[config.mk]
export PLATFORM = sky130hd
export DESIGN_NAME = n1_dsp_mul_arb
export DESIGN_NICKNAME = d
export VERILOG_FILES = /design/src/rtl/n1_dsp_arb_pkg.sv /design/src/rtl/n1_rr_arb.sv /design/src/rtl/n1_dsp_mul_arb.sv
export SDC_FILE = /design/constraint.sdc
export NUM_CORES = 1
export LEC_CHECK = 0
export ABC_AREA = 0
export BUFFER_PORTS_ARGS = -buffer_cell sky130_fd_sc_hd__buf_2
export CORE_MARGIN = 4
export CORE_UTILIZATION = 28
export DETAILED_ROUTE_END_ITERATION = 16
export GPL_TIMING_DRIVEN = 0
export SLEW_MARGIN = 20
export SYNTH_ARGS = -nofsm -noshare
export SYNTH_HDL_FRONTEND = slang
export SYNTH_SLANG_ARGS = --single-unit
[constraint.sdc]
create_clock -name clk_i -period 1.85 [get_ports clk_i]
set_input_delay 0.2775 -clock clk_i [delete_from_list [all_inputs] [get_ports clk_i]]
set_output_delay 0.2775 -clock clk_i [all_outputs]
set_load 0.005 [all_outputs]
[src/rtl/n1_dsp_arb_pkg.sv]
// Shared types and constants for the DSP multiplier arbiter.
package n1_dsp_arb_pkg;

  localparam int unsigned OPD_W    = 16;
  localparam int unsigned RES_W    = 32;
  localparam int unsigned NREQ_MAX = 4;
  localparam int unsigned ID_W     = $clog2(NREQ_MAX);
  localparam int unsigned CNT_W    = 4;

  // One pipeline slot: valid flag plus the requester that issued the op.
  typedef struct packed {
    logic            vld;
    logic [ID_W-1:0] id;
  } pipe_tag_t;

  typedef enum logic {
    ST_UNLOCKED = 1'b0,
    ST_LOCKED   = 1'b1
  } lock_st_e;

  // Requester index to one-hot strobe.
  function automatic logic [NREQ_MAX-1:0] id2onehot(input logic [ID_W-1:0] id);
    return NREQ_MAX'(1) << id;
  endfunction

endpackage

[src/rtl/n1_rr_arb.sv]
// Combinational round-robin grant with an optional sticky owner.
//  req        : request vector
//  ptr        : first index considered when unlocked
//  lock_owner : index held while lock_vld and its request is up
//  lock_vld   : lock currently in force
//  gnt        : one-hot grant, zero when req is zero
module n1_rr_arb #(
  parameter int unsigned NREQ  = 2,
  parameter int unsigned PTR_W = (NREQ > 1) ? $clog2(NREQ) : 1
) (
  input  logic [NREQ-1:0]  req,
  input  logic [PTR_W-1:0] ptr,
  input  logic [PTR_W-1:0] lock_owner,
  input  logic             lock_vld,
  output logic [NREQ-1:0]  gnt
);

  logic [PTR_W-1:0] idx_c;

  // Owner keeps the grant while it still requests; otherwise scan from ptr with wrap.
  always_comb begin
    gnt   = '0;
    idx_c = '0;
    if (lock_vld && req[lock_owner]) begin
      gnt[lock_owner] = 1'b1;
    end else begin
      for (int unsigned i = 0; i < NREQ; i++) begin
        idx_c = PTR_W'((32'(ptr) + i) % NREQ);
        if (req[idx_c] && (gnt == '0)) begin
          gnt[idx_c] = 1'b1;
        end
      end
    end
  end

endmodule

[src/rtl/n1_dsp_mul_arb.sv]
// Shares the single DSP 16x16 multiplier between NREQ requesters.
//  clk_i / async_rst_i        : clock, async active-low reset
//  req_i, lock_i, sel_i       : per-requester request, lock hint, signed select
//  opd0_i, opd1_i             : packed operands, requester k at [16k+15:16k]
//  gnt_o                      : combinational one-hot grant
//  res_o, res_vld_o           : product and one-hot strobe, MUL_LAT after accept
//  arb2dsp_mul_*              : registered operands toward the DSP
//  dsp2arb_mul_res_i          : combinational product back from the DSP
module n1_dsp_mul_arb
  import n1_dsp_arb_pkg::*;
#(
  parameter int unsigned NREQ     = 2,
  parameter int unsigned MUL_LAT  = 2,
  parameter int unsigned LOCK_MAX = 4
) (
  input  logic                  clk_i,
  input  logic                  async_rst_i,
  input  logic [NREQ-1:0]       req_i,
  input  logic [NREQ-1:0]       lock_i,
  input  logic [NREQ-1:0]       sel_i,
  input  logic [NREQ*OPD_W-1:0] opd0_i,
  input  logic [NREQ*OPD_W-1:0] opd1_i,
  output logic [NREQ-1:0]       gnt_o,
  output logic [RES_W-1:0]      res_o,
  output logic [NREQ-1:0]       res_vld_o,
  output logic                  arb2dsp_mul_sel_o,
  output logic [OPD_W-1:0]      arb2dsp_mul_opd0_o,
  output logic [OPD_W-1:0]      arb2dsp_mul_opd1_o,
  input  logic [RES_W-1:0]      dsp2arb_mul_res_i
);

  localparam int unsigned PTR_W = (NREQ > 1) ? $clog2(NREQ) : 1;
  localparam int unsigned STG   = MUL_LAT - 1;

  logic [PTR_W-1:0] ptr_q;
  lock_st_e         state_q, state_d;
  logic [PTR_W-1:0] owner_q, owner_d;
  logic [CNT_W-1:0] cnt_q, cnt_d;
  logic [CNT_W-1:0] run_c;
  logic             lock_vld_c;

  logic             accept_c;
  logic [PTR_W-1:0] win_id_c;
  logic [OPD_W-1:0] win_opd0_c;
  logic [OPD_W-1:0] win_opd1_c;
  logic             win_sel_c;

  pipe_tag_t        tag_q [STG];
  logic [RES_W-1:0] res_q [STG];

  n1_rr_arb #(
    .NREQ  (NREQ),
    .PTR_W (PTR_W)
  ) u_rr_arb (
    .req        (req_i),
    .ptr        (ptr_q),
    .lock_owner (owner_q),
    .lock_vld   (lock_vld_c),
    .gnt        (gnt_o)
  );

  // Grant only ever goes to a requester, so any grant bit is an accept.
  assign accept_c = |gnt_o;

  // Winner index and operand mux.
  always_comb begin
    win_id_c   = '0;
    win_opd0_c = '0;
    win_opd1_c = '0;
    win_sel_c  = 1'b0;
    for (int unsigned k = 0; k < NREQ; k++) begin
      if (gnt_o[k]) begin
        win_id_c   = PTR_W'(k);
        win_opd0_c = opd0_i[k*OPD_W +: OPD_W];
        win_opd1_c = opd1_i[k*OPD_W +: OPD_W];
        win_sel_c  = sel_i[k];
      end
    end
  end

  // Operand stage and round-robin pointer; operands hold across idle cycles.
  always_ff @(posedge clk_i or negedge async_rst_i) begin
    if (!async_rst_i) begin
      ptr_q              <= '0;
      arb2dsp_mul_sel_o  <= 1'b0;
      arb2dsp_mul_opd0_o <= '0;
      arb2dsp_mul_opd1_o <= '0;
    end else if (accept_c) begin
      ptr_q              <= PTR_W'((32'(win_id_c) + 32'd1) % NREQ);
      arb2dsp_mul_sel_o  <= win_sel_c;
      arb2dsp_mul_opd0_o <= win_opd0_c;
      arb2dsp_mul_opd1_o <= win_opd1_c;
    end
  end

  // Lock FSM state register.
  always_ff @(posedge clk_i or negedge async_rst_i) begin
    if (!async_rst_i) begin
      state_q <= ST_UNLOCKED;
      owner_q <= '0;
      cnt_q   <= '0;
    end else begin
      state_q <= state_d;
      owner_q <= owner_d;
      cnt_q   <= cnt_d;
    end
  end

  // Lock FSM next state: owner dropping req releases at once; the
  // LOCK_MAX-th consecutive locked accept ends the run.
  always_comb begin
    state_d = state_q;
    owner_d = owner_q;
    cnt_d   = cnt_q;
    run_c   = '0;
    if ((state_q == ST_LOCKED) && !req_i[owner_q]) begin
      state_d = ST_UNLOCKED;
      cnt_d   = '0;
    end
    if (accept_c) begin
      if (lock_i[win_id_c]) begin
        run_c = ((state_q == ST_LOCKED) && (owner_q == win_id_c)) ? cnt_q + CNT_W'(1) : CNT_W'(1);
        if (run_c >= CNT_W'(LOCK_MAX)) begin
          state_d = ST_UNLOCKED;
          cnt_d   = '0;
        end else begin
          state_d = ST_LOCKED;
          owner_d = win_id_c;
          cnt_d   = run_c;
        end
      end else begin
        state_d = ST_UNLOCKED;
        cnt_d   = '0;
      end
    end
  end

  // Lock FSM output.
  always_comb begin
    lock_vld_c = 1'b0;
    if (state_q == ST_LOCKED) begin
      lock_vld_c = 1'b1;
    end
  end

  // Tag/result pipeline: slot 0 sees the DSP product, last slot feeds the outputs.
  always_ff @(posedge clk_i or negedge async_rst_i) begin
    if (!async_rst_i) begin
      for (int unsigned i = 0; i < STG; i++) begin
        tag_q[i] <= '0;
        res_q[i] <= '0;
      end
      res_vld_o <= '0;
    end else begin
      tag_q[0] <= {accept_c, ID_W'(win_id_c)};
      for (int unsigned i = 1; i < STG; i++) begin
        tag_q[i] <= tag_q[i-1];
      end
      if (tag_q[0].vld) begin
        res_q[0] <= dsp2arb_mul_res_i;
      end
      for (int unsigned i = 1; i < STG; i++) begin
        if (tag_q[i].vld) begin
          res_q[i] <= res_q[i-1];
        end
      end
      res_vld_o <= tag_q[STG-1].vld ? NREQ'(id2onehot(tag_q[STG-1].id)) : '0;
    end
  end

  assign res_o = res_q[STG-1];

endmodule

### After elaboration in Yosys (flattened, before gate mapping)

Index checks and enable logic that the tools add are counted.

| operators by class | value |
|---|---|
| shift-type cells | 1 |
| bitwise gates (word level) | 2 |
| $lt $le $gt $ge | 8 |
| reductions and logical operators | 12 |
| muxes and demuxes | 36 |
| equality and inequality tests | 1 |
| add/subtract/negate cells | 3 |

Operators with widths:

| kind | count |
|---|---|
| $mux 16 | 4 |
| $mux 4 | 5 |
| $mux 1 | 19 |
| $mux 2 | 5 |
| $lt 1x2->1 const B | 4 |
| $logic_and 1x1->1 | 7 |
| $add 4x1->4 const B | 1 |
| $ge 4x3->1 const B | 1 |
| $demux 1 s1 | 3 |
| $ge 1x1->1 const B | 3 |
| $reduce_and 3->1 | 1 |
| $add 1x1->1 const B | 2 |
| $logic_not 2->1 | 1 |
| $or 2x2->2 | 1 |
| $reduce_bool 2->1 | 1 |
| $reduce_or 2->1 | 1 |
| $shl 1x1->2 const A | 1 |
| $eq 1x1->1 | 1 |
| $logic_not 1->1 | 1 |
| $not 1->1 | 1 |

| word-level totals | value |
|---|---|
| output and inout port bits | 69 |
| bits in registers | 76 |
| word-level logic and storage cells | 74 |

### Logic depth before layout (Yosys ltp)

| logic depth | value |
|---|---|
| depth after elaboration | 18 |
| depth in mapped cells | 6 |

### By module

A second synthesis with hierarchy kept.

| unflattened totals | value |
|---|---|
| cell total of the unflattened synthesis | 257 |
| area, all modules | 3201.8 um^2 |

Modules (own cells, without submodules):

| module | area each (um^2) | times used | cells an instance |
|---|---|---|---|
| n1_dsp_mul_arb | 3170.5 | 1 | 253 |
| n1_rr_arb | 31.3 | 1 | 4 |

### Worst setup path before layout

No wires, ideal clock.

| timing | value |
|---|---|
| path kind | flip-flop to flip-flop |
| from | register state_q |
| to | register owner_q |
| slack | 0.417 ns |
| cell stages (with the launch flop) | 6 |
| arrival time | 1.307 ns |
| setup time | 0.126 ns |
| buffers on the path | 2 |
| period minus slack after synthesis | 1.433 ns |
| path through | dfrtp_1 -> mux2i_1 -> a21boi_2 -> buf_4 -> buf_6 -> o32a_1 |

| on the way | value |
|---|---|
| cells in the longest elaborated chain, start to end | 10 |
| elaborated cells on any way between the ends | 13 |

RTL lines:

| what | line | source |
|---|---|---|
| start: declaration | n1_dsp_mul_arb.sv:36 | `lock_st_e state_q, state_d;` |
| start signal: assignment | n1_dsp_mul_arb.sv:103 | `state_q <= state_d;` |
| $mux 1 * | n1_dsp_mul_arb.sv:141 | `if (state_q == ST_LOCKED) begin` |
| $logic_and 1x1->1 * | n1_rr_arb.sv:24 | `if (lock_vld && req[lock_owner]) begin` |
| $mux 2 * | n1_rr_arb.sv:24 |  |
| $mux 1 * | n1_dsp_mul_arb.sv:72 | `if (gnt_o[k]) begin` |
| net win_id_c | n1_dsp_mul_arb.sv:43 | `logic [PTR_W-1:0] win_id_c;` |
| $eq 1x1->1 | n1_dsp_mul_arb.sv:122 | `run_c = ((state_q == ST_LOCKED) && (owner_q == win_id_c)) ? cnt_q + CNT_W'(1) : CNT_W'(1);` |
| $logic_and 1x1->1 | n1_dsp_mul_arb.sv:122 |  |
| $mux 4 | n1_dsp_mul_arb.sv:122 |  |
| $ge 4x3->1 | n1_dsp_mul_arb.sv:123 | `if (run_c >= CNT_W'(LOCK_MAX)) begin` |
| $not 1->1 (no source line) | -- |  |
| $reduce_and 3->1 (no source line) | -- |  |
| end signal: assignment | n1_dsp_mul_arb.sv:104 | `owner_q <= owner_d;` |
| end: declaration | n1_dsp_mul_arb.sv:37 | `logic [PTR_W-1:0] owner_q, owner_d;` |

The timed path passes the listed nets; every way through them passes the cells marked *. The select of a mux whose other input is x is not followed.
A chain may end at the register's enable or synchronous reset.

### Final worst setup path

| timing | value |
|---|---|
| from | register state_q |
| to | output port gnt_o[1] |

| on the way | value |
|---|---|
| cells in the longest elaborated chain, start to end | 3 |

RTL lines:

| what | line | source |
|---|---|---|
| $mux 1 | n1_dsp_mul_arb.sv:141 |  |
| $logic_and 1x1->1 | n1_rr_arb.sv:24 |  |
| $mux 2 | n1_rr_arb.sv:24 |  |
| end: declaration | n1_dsp_mul_arb.sv:23 | `output logic [NREQ-1:0] gnt_o,` |

Every way passes these cells.

==> flow_results.xml <==
<?xml version="1.0" encoding="UTF-8"?>
<metrics>
  <group name="yosys">
    <metric name="avgSynthCellArea" unit="sq um">12.4</metric>
    <metric name="ys_async_sr_fraction" unit="">1.00</metric>
    <metric name="synth.top_cell.area_share" unit="">0.598</metric>
    <metric name="synth_seq_cells" unit="">76</metric>
    <metric name="yosysWarningCount" unit="">0</metric>
    <metric name="syn-instance-count" unit="">256</metric>
    <metric name="ys.flop_type" unit="">sky130_fd_sc_hd__dfrtp_1</metric>
    <metric name="synth.top_cells.by_area" unit="">sky130_fd_sc_hd__dfrtp_1 (60%), sky130_fd_sc_hd__mux2_2 (11%), sky130_fd_sc_hd__mux2i_1 (11%), sky130_fd_sc_hd__a21oi_1 (5.2%), sky130_fd_sc_hd__nor2_1 (4.5%)</metric>
    <metric name="yosysTopAreaCell" unit="">sky130_fd_sc_hd__dfrtp_1</metric>
    <metric name="yosysSeqAreaShare" unit="">0.598</metric>
    <metric name="synth_cell_types" unit="">29</metric>
    <metric name="synth_edf_count" unit="">0</metric>
    <metric name="mappedNetlistNets" unit="">361</metric>
    <metric name="netlist_area_before_placement" unit="sq um">3180</metric>
  </group>
  <group name="power_and_ir_drop">
    <metric name="design_power_total" unit="W">0.00426</metric>
    <metric name="power_per_cell_area" unit="nW/um^2">933</metric>
    <metric name="leak" unit="nW">2.25</metric>
    <metric name="ir_worst_vdd" unit="V">0.000439</metric>
    <metric name="internal_power" unit="W">0.00319</metric>
    <metric name="power_frac_comb" unit="">0.163</metric>
    <metric name="share_clk_of_total_power" unit="">0.386</metric>
    <metric name="switching_share" unit="">0.252</metric>
    <metric name="power_switching" unit="W">0.00107</metric>
    <metric name="sequentialPowerShare" unit="">0.450</metric>
  </group>
  <group name="sta">
    <metric name="final_hold_viol_count" unit="">0</metric>
    <metric name="finalCriticalPeriod" unit="ps">1760</metric>
    <metric name="report.final.slew_viol_count" unit="">0</metric>
    <metric name="worst_slew_pin_slew" unit="ps">569</metric>
    <metric name="fmax" unit="GHz">0.568</metric>
    <metric name="maxSlewHeadroom" unit="">0.621</metric>
    <metric name="timing.setup.tns" unit="ps">0</metric>
    <metric name="fin_hold_ws" unit="ps">183</metric>
    <metric name="rsz_0062_raised_after_global_routing" unit="">no</metric>
    <metric name="layout_worst_path_cycle_share" unit="">0.951</metric>
    <metric name="skew" unit="ps">8.84</metric>
    <metric name="report.final.setup_viol" unit="">0</metric>
  </group>
  <group name="clock_tree">
    <metric name="tritoncts_sink_count" unit="">76</metric>
    <metric name="cts_buffers" unit="">9</metric>
    <metric name="clock_tree.buffer_depth" unit="">2</metric>
    <metric name="clock_latency_of_the_later_clocked_register_in_the_worst_skew_pair" unit="ps">320</metric>
    <metric name="cts_root_buf" unit="">sky130_fd_sc_hd__clkbuf_16</metric>
    <metric name="h-tree-depth" unit="">3</metric>
    <metric name="worst_setup_hold_path_clk_slew" unit="ps">60</metric>
    <metric name="cts_tree" unit="">yes</metric>
  </group>
  <group name="detailed_routing">
    <metric name="first_iter_violations" unit="">56</metric>
    <metric name="via_count" unit="">2549</metric>
    <metric name="drt-vias-per-instance" unit="">4.34</metric>
    <metric name="drc" unit="">0</metric>
    <metric name="routedWlPerCell" unit="um">13.7</metric>
    <metric name="first_pass_iters" unit="">4</metric>
    <metric name="wirelength" unit="um">8040</metric>
    <metric name="route.antenna.remaining_nets" unit="">0</metric>
  </group>
  <group name="final_layout">
    <metric name="nNetsFinal" unit="">547</metric>
    <metric name="antenna_diodes" unit="">0</metric>
    <metric name="drive_gt1_frac" unit="">0.517</metric>
    <metric name="area_delta_synth_final" unit="%">43.5</metric>
    <metric name="final_cell_count_no_fill" unit="">587</metric>
  </group>
  <group name="critical_path">
    <metric name="slowest_stage" unit="">sky130_fd_sc_hd__dfrtp_1</metric>
    <metric name="worstSetupPathType" unit="">reg -&gt; out</metric>
    <metric name="cpPeakStageDelay" unit="ps">390</metric>
    <metric name="critPathLaunchType" unit="">flip-flop</metric>
    <metric name="reg2regPathDepth" unit="">6</metric>
    <metric name="setup.reg_to_reg.worst_slack" unit="ps">210</metric>
    <metric name="cp-end-kind" unit="">primary output</metric>
    <metric name="critical_path_arrival" unit="ps">1480</metric>
    <metric name="worstReg2RegStart" unit="">state_q$_DFFE_PN0P_</metric>
    <metric name="path_delay_family" unit="">buffers and inverters</metric>
    <metric name="cp_cell_sequence" unit="">mux2i_1, a21boi_2, buf_12, buf_4, buf_2</metric>
    <metric name="cp_num_buf_inv" unit="">3</metric>
    <metric name="critPathMaxFanout" unit="">20</metric>
    <metric name="required" unit="ps">1570</metric>
    <metric name="worstReg2RegEnd" unit="">arb2dsp_mul_opd0_o[13]$_DFFE_PN0N_</metric>
    <metric name="cp-startpoint" unit="">state_q$_DFFE_PN0P_</metric>
  </group>
  <group name="placement">
    <metric name="dp.cells" unit="">569</metric>
    <metric name="gp_congestion" unit="">0.707</metric>
    <metric name="numPortBuffers" unit="">172</metric>
    <metric name="dpl.hpwl" unit="um">6300</metric>
  </group>
  <group name="global_routing">
    <metric name="largest_net_degree_at_the_start_of_global_routing" unit="">47</metric>
    <metric name="antenna_found_initial" unit="">0</metric>
    <metric name="first_pass_grt_wire_length" unit="um">12900</metric>
    <metric name="grt-ovfl-total" unit="">0</metric>
    <metric name="grtUsageTotal" unit="">0.123</metric>
    <metric name="first_global_vias" unit="">2648</metric>
  </group>
  <group name="die">
    <metric name="num_rows" unit="">38</metric>
    <metric name="die_extent_in_y" unit="um">115</metric>
    <metric name="die_w" unit="um">115</metric>
    <metric name="design.die.area" unit="sq um">13100</metric>
    <metric name="io_pins" unit="">173</metric>
    <metric name="fp.coreArea" unit="sq um">11000</metric>
    <metric name="start_util" unit="">0.289</metric>
  </group>
  <group name="status">
    <metric name="status" unit="">complete, no violations</metric>
  </group>
  <group name="job">
    <metric name="max_cap_viol_count" unit="">0</metric>
  </group>
  <group name="hold_path">
    <metric name="hold_path_startpoint" unit="">dsp2arb_mul_res_i[8]</metric>
    <metric name="min_to" unit="">res_o[8]$_DFFE_PN0P_</metric>
    <metric name="worstHoldPathCells" unit="">2</metric>
    <metric name="hp-class" unit="">in -&gt; reg</metric>
  </group>
</metrics>
==> synthesized netlist by cell type, types with 2 or more instances <==
| library cell | n |
|---|---|
| sky130_fd_sc_hd__nand2_1 | 2 |
| sky130_fd_sc_hd__nor2_1 | 38 |
| sky130_fd_sc_hd__buf_4 | 2 |
| sky130_fd_sc_hd__buf_2 | 4 |
| sky130_fd_sc_hd__nor2b_1 | 2 |
| sky130_fd_sc_hd__inv_1 | 2 |
| sky130_fd_sc_hd__mux2i_1 | 35 |
| sky130_fd_sc_hd__a21oi_1 | 33 |
| sky130_fd_sc_hd__mux2_2 | 32 |
| sky130_fd_sc_hd__o31ai_1 | 2 |
| sky130_fd_sc_hd__dfrtp_1 | 76 |
| sky130_fd_sc_hd__and2_1 | 3 |
| sky130_fd_sc_hd__clkbuf_1 | 9 |
==> final cells by class <==
cell class,count,area [sq um]
plain buffers,16,85.1
clock inverters,5,36.3
flip-flops and latches,76,1900
inverters,2,7.51
fillers,1081,6420
well taps,140,175
multi-input cells,161,1190
clock buffers,11,253
repair buffers,176,916
==> registers in the layout (all words and copies together), names as in the netlist <==
register,flops
res_o,32
arb2dsp_mul_sel_o,1
arb2dsp_mul_opd0_o,16
state_q,1
res_vld_o,2
tag_q,2
owner_q,1
cnt_q,4
arb2dsp_mul_opd1_o,16
ptr_q,1
==> routing by layer <==
| layer | vias to the layer above | track usage | share of wire |
|---|---|---|---|
| li1 | 1259 | - | - |
| met1 | 1192 | 0.150 | 0.41 |
| met2 | 91 | 0.213 | 0.51 |
| met3 | 7 | 0.0375 | 0.072 |
| met4 | 0 | 0.0309 | 0.0081 |
| met5 | - | 0 | 0 |
==> kinds of logic (layout without fill, tap and decap cells) <==
| kind of cell | after synthesis | in the layout | synth area share |
|---|---|---|---|
| flip-flops | 76 | 76 | 0.598 |
| adder cells (fa/ha/maj) | 1 | 1 | 0.00393 |
| AO/OA/AOI/OAI | 41 | 41 | 0.0744 |
| buffers and inverters | 19 | 210 | 0.0287 |
| multiplexers | 67 | 67 | 0.224 |
| AND/OR/NAND/NOR | 52 | 52 | 0.0712 |
==> through the flow <==
| stage | area [sq um] | util | setup WS, ps |
|---|---|---|---|
| 5_1_grt | 4560 | 0.415 | 2.40 |
| 6_report | 4560 | 0.415 | 90.1 |
| 3_5_place_dp | 4250 | 0.387 | 78.5 |
| 3_3_place_gp | 4220 | 0.384 | 6.25 |
| 2_1_floorplan | 3180 | - | 417 |
| 4_1_cts | 4550 | 0.415 | 22.4 |
==> worst max path at each step <==
| stage | depth (start not counted) | slack [ps] | to |
|---|---|---|---|
| after floorplan | 5 | 420 | owner_q$_DFFE_PN0P_ |
| after global placement | 1 | 6 | arb2dsp_mul_opd0_o[10]$_DFFE_PN0N_ |
| after detailed placement | 6 | 80 | arb2dsp_mul_opd0_o[2]$_DFFE_PN0N_ |
| after CTS | 5 | 20 | gnt_o[1] |
| after global routing | 5 | 2 | gnt_o[1] |
| final | 5 | 90 | gnt_o[1] |
==> power by group through the flow <==
stage          Sequential (W)  Combinational, W  Clock (W)
3_5_place_dp          0.00195          0.000705          0
2_1_floorplan         0.00196          0.000304          0
4_1_cts               0.00192          0.000712    0.00171
6_report              0.00192          0.000696    0.00164
3_3_place_gp          0.00194          0.000683          0
5_1_grt               0.00194          0.000779    0.00179
==> cell usage in the layout, fill, tap and decap left out, drive strengths merged, types with 2 or more instances in the layout <==
cell type	synthesis	layout
inv	2	2
clkinv	0	2
nand2	2	2
nor2b	2	2
buf	8	182
dfrtp	76	76
a21oi	33	33
mux2	32	32
clkinvlp	0	3
and2	3	3
nor2	38	38
o31ai	2	2
clkbuf	9	20
mux2i	35	35
==> repair_timing <==
| item | CTS | global route |
|---|---|---|
| endpoints found under the setup margin | 2 | 2 |
| hold buffers | 1 | 0 |
| endpoints found under the hold margin | 30 | 0 |
| pin swaps | 1 | 0 |
| gates resized for setup | 3 | 1 |
| setup buffers | 1 | 1 |
==> worst reg2reg max path: stages, from the launching register on <==
cell	delay [ps]
sky130_fd_sc_hd__dfrtp_1	390
sky130_fd_sc_hd__mux2i_1	130
sky130_fd_sc_hd__a21boi_2	210
sky130_fd_sc_hd__buf_4	150
sky130_fd_sc_hd__buf_2	280
sky130_fd_sc_hd__mux2i_1	260
sky130_fd_sc_hd__a21oi_1	90
(Power assumes the default switching activity.)
